[src/rtl/exe_mem_skid_reg.sv]
// EXE->MEM pipeline register with a 2-entry skid buffer (main + skid), so ex_ready
// comes straight from a flop while streaming at full rate; also counts MEM stall cycles.
module exe_mem_skid_reg #(
    parameter int DATA_W = 32,
    parameter int REG_W  = 4,
    parameter int CNT_W  = 16
) (
    input  logic              clk,
    input  logic              rst_n,
    input  logic              flush,
    input  logic              ex_valid,
    output logic              ex_ready,
    input  logic [DATA_W-1:0] ex_pc,
    input  logic [DATA_W-1:0] ex_instr,
    input  logic [DATA_W-1:0] ex_alu_res,
    input  logic [DATA_W-1:0] ex_st_val,
    input  logic [REG_W-1:0]  ex_dest,
    input  logic [2:0]        ex_ctrl,
    output logic              mem_valid,
    input  logic              mem_ready,
    output logic [DATA_W-1:0] mem_pc,
    output logic [DATA_W-1:0] mem_instr,
    output logic [DATA_W-1:0] mem_alu_res,
    output logic [DATA_W-1:0] mem_st_val,
    output logic [REG_W-1:0]  mem_dest,
    output logic [2:0]        mem_ctrl,
    output logic [CNT_W-1:0]  stall_cnt
);
    localparam int PW = 4 * DATA_W + REG_W + 3;

    typedef enum logic [1:0] {
        S_EMPTY = 2'd0,
        S_ONE   = 2'd1,
        S_FULL  = 2'd2
    } state_t;

    state_t            r_state;
    logic              r_mem_valid;
    logic              r_skid_valid;
    logic [PW-1:0]     r_main;
    logic [PW-1:0]     r_skid;
    logic [CNT_W-1:0]  r_stall_cnt;

    logic              w_accept;
    logic              w_emit;
    logic [PW-1:0]     w_in;
    logic [2:0]        w_main_ctrl;

    assign w_accept = ex_valid && !r_skid_valid;
    assign w_emit   = r_mem_valid && mem_ready;
    assign w_in     = {ex_pc, ex_instr, ex_alu_res, ex_st_val, ex_dest, ex_ctrl};

    always_ff @(posedge clk or negedge rst_n) begin
        if (!rst_n) begin
            r_state      <= S_EMPTY;
            r_mem_valid  <= 1'b0;
            r_skid_valid <= 1'b0;
            r_main       <= '0;
            r_skid       <= '0;
            r_stall_cnt  <= '0;
        end else begin
            // Stall counter survives flush; only reset clears it.
            if (r_mem_valid && !mem_ready && (r_stall_cnt != {CNT_W{1'b1}}))
                r_stall_cnt <= r_stall_cnt + CNT_W'(1);

            if (flush) begin
                r_state      <= S_EMPTY;
                r_mem_valid  <= 1'b0;
                r_skid_valid <= 1'b0;
            end else begin
                case (r_state)
                    S_EMPTY: begin
                        if (w_accept) begin
                            r_main      <= w_in;
                            r_mem_valid <= 1'b1;
                            r_state     <= S_ONE;
                        end
                    end
                    S_ONE: begin
                        if (w_accept && w_emit) begin
                            r_main <= w_in;
                        end else if (w_accept) begin
                            r_skid       <= w_in;
                            r_skid_valid <= 1'b1;
                            r_state      <= S_FULL;
                        end else if (w_emit) begin
                            r_mem_valid <= 1'b0;
                            r_state     <= S_EMPTY;
                        end
                    end
                    S_FULL: begin
                        if (w_emit) begin
                            r_main       <= r_skid;
                            r_skid_valid <= 1'b0;
                            r_state      <= S_ONE;
                        end
                    end
                    default: begin
                        r_state      <= S_EMPTY;
                        r_mem_valid  <= 1'b0;
                        r_skid_valid <= 1'b0;
                    end
                endcase
            end
        end
    end

    assign ex_ready  = !r_skid_valid;
    assign mem_valid = r_mem_valid;
    assign stall_cnt = r_stall_cnt;
    assign {mem_pc, mem_instr, mem_alu_res, mem_st_val, mem_dest, w_main_ctrl} = r_main;
    // Stale payload may linger after a flush, so control bits are masked by valid.
    assign mem_ctrl  = r_mem_valid ? w_main_ctrl : 3'b000;

endmodule

[config.mk]
export PLATFORM = sky130hd
export DESIGN_NAME = exe_mem_skid_reg
export DESIGN_NICKNAME = d
export VERILOG_FILES = /design/src/rtl/exe_mem_skid_reg.sv
export SDC_FILE = /design/constraint.sdc
export NUM_CORES = 1
export LEC_CHECK = 0
export CORE_ASPECT_RATIO = 1.2
export CORE_UTILIZATION = 45
export DETAILED_ROUTE_END_ITERATION = 12
export PLACE_DENSITY = 0.75
export REMOVE_ABC_BUFFERS = 1
export SLEW_MARGIN = 20
export SYNTH_ARGS = -nofsm -noshare
export SYNTH_HDL_FRONTEND = slang
export SYNTH_SLANG_ARGS = --single-unit
[constraint.sdc]
create_clock -name clk -period 4 [get_ports clk]
set_clock_uncertainty 0.05 [all_clocks]
set_input_delay 1.2 -clock clk [delete_from_list [all_inputs] [get_ports clk]]
set_output_delay 1.2 -clock clk [all_outputs]
set_load 0.02 [all_outputs]
==> impl_metrics.yaml <==
run_status:
  status: "completed"
sta:
  worst_slew_pin_slew_ps: 896
  fin_setup_tns_ps: 0
  fin_crit_ps: 3180
  grt_setup_unrepaired: "false"
  slew_viol_final: 0
  period_share_pct: 79.4
  setup_ws_ps: 825
  setup_violations: 0
  slew_headroom_pct: 40.2
  hold_violations: 0
  fmax_mhz: 315
floorplanning:
  die_y_um: 192
  core.rowCount: 69
  start_util_pct: 45.8
  fp.dieArea_um2: 30900
  core_um2: 29700
  io_pins: 293
  die_width_um: 161
yosys:
  synthArstFlopShare_pct: 100
  yosys_warnings: 0
  synthFlopType: "dfrtp_1"
  synth_seq_area_share_pct: 53.3
  ys_seq_elements: 290
  synth_cell_types: 41
  syn_avg_cell_area_um2: 14.2
  syn_inst: 956
  synth-edff-count: 0
  syn_area_um2: 13600
grt:
  overflow: 0
  antenna_found_initial: 3
  grt_pass1_vias: 8220
  grt_use_total_pct: 17.7
  grt_max_degree: 90
  grt_pass1_wl_um: 43800
finish:
  layout_commonest_cell: "mux2_2"
  layout_common_cells: "mux2_2 (406), clkdlybuf4s50_1 (291), dfrtp_1 (290)"
  drive_above_1_share_pct: 41.6
  num-nets-final: 1256
  areaGrowthSynthToFinish_pct: 25.0
detailed_routing:
  ant_nets: 0
  vias: 7724
  route.detailed.drc: 0
  drt_iter0_drc: 247
  wl_per_cell_um: 17.9
  drt_wl_total_um: 27400
  via_per_inst: 5.05
  firstDrtPassIters: 4
worst_setup_path:
  critPathCaptureType: "primary output"
  crit_fanout: 11
  cpPeakStageDelay_ps: 650
  crit_arrival_ps: 1930
  slowest_stage: "clkdlybuf4s50_1"
  path_class: "reg2out"
  critPathRequiredTime_ps: 2750
  cp-start-kind: "flip-flop"
  crit_chain: "and2_1 -> clkdlybuf4s50_1"
cts:
  htree_levels: 1
  hold_buffers: 0
  cts.sinks: 290
  cts.repair.resized: 0
  clkLatencyLatePin_ps: 550
  cts-root-buf: "clkbuf_16"
  clk_pin_slew_ps: 60
  cts_tree: "done"
  post_cts_buffers: 0
  cts_max_path_buffers: 3
  cts_inserted_buffers: 30
worst_hold_path:
  hold_class: "reg2reg"
flow_run:
  drv_cap: 0
place:
  portBuffers: 292
  dp_slack_ps: 586
  place_congestion: 0.766
  place_hpwl_um: 18000
pwr:
  power_density_nw_per_um2: 700
  power.total_w: 0.0119
  leakage_nw: 7.02
  ir_drop_mv: 0.465
[final timing paths]
kind,to,cells past startpoint,startpoint,slack [ps]
worst max-delay path,mem_ctrl[2],2,mem_valid,820
worst min-delay path,r_skid[16],1,r_skid[16],450
worst max register to register,r_main[14],4,r_state[1],1690
worst min register to register,r_skid[16],1,r_skid[16],450
max in group asynchronous,r_skid[115],2,rst_n,2480
min in group asynchronous,r_main[83],1,rst_n,610
[synthesized netlist by cell type, types with 2 or more instances]
master | number | area [um2]
buf_2 | 28 | 140
dfrtp_1 | 290 | 7260
clkbuf_1 | 2 | 7.51
nor2_1 | 7 | 26.3
o22a_1 | 2 | 17.5
nor3_1 | 4 | 20.0
nand4_1 | 5 | 31.3
nor4_1 | 2 | 12.5
nand3_1 | 7 | 35.0
nand3b_1 | 4 | 30.0
nor2b_1 | 2 | 12.5
xor2_1 | 5 | 43.8
buf_4 | 138 | 1040
mux2_2 | 406 | 4570
a21oi_1 | 8 | 40.0
buf_1 | 8 | 30.0
inv_1 | 2 | 7.51
xnor2_1 | 5 | 43.8
and2_1 | 4 | 25.0
nand2_1 | 6 | 22.5
[kinds of logic after synthesis]
kind of cell	synth area share [%]
flip-flops	53.3
adder cells (fa/ha/maj)	0.0919
buffers and inverters	9.10
XOR/XNOR	0.644
multiplexers	33.8
AO/OA/AOI/OAI	0.717
AND/OR/NAND/NOR	2.33
[power breakdown]
part	total [W]	internal [W]	switching (W)
clock	0.00277	0.00166	0.00111
sequential	0.00494	0.00427	0.000670
combinational	0.00419	0.00240	0.00179
total	0.0119	0.00833	0.00357
[stage by stage]
step | hold slack (ps) | cells | instance area, um2 | utilization, %
after global routing | 463 | 1531 | 17000 | 57.3
after detailed placement | 439 | 1473 | 16000 | 53.9
final | 448 | 1531 | 17000 | 57.3
after CTS | 452 | 1528 | 17000 | 57.3
after floorplan | 423 | 778 | 12400 | -
after global placement | 430 | 1473 | 16000 | 53.9
[critical path, delay by kind of cell, from the launching register on]
| family | cells | cell delay, ps |
|---|---|---|
| simple gates | 1 | 190 |
| flops | 1 | 540 |
| buf+inv | 1 | 650 |
[flip-flops by register name (all words and copies together), names as in the netlist]
signal	flops
r_state	2
r_skid	135
r_skid_valid	1
r_main	135
mem_valid	1
stall_cnt	16
[per-layer routing]
layer	vias up	wire [um]	GRT usage, %
met4	0	687	5.99
met5	-	0	0
met2	187	13800	30.3
met3	45	1800	4.64
li1	3566	-	-
met1	3926	11100	21.6
[layout make-up]
type                    count  area [um2]
fillers                  2505       12700
flip-flops and latches    290        7260
multi-input cells         486        5130
repair buffers            305        3130
clock buffers              50         947
well taps                 390         488
clock inverters             5        52.6
inverters                   2        7.51
diodes                      3        7.51
Note: power is estimated with default switching activity, not from simulation.
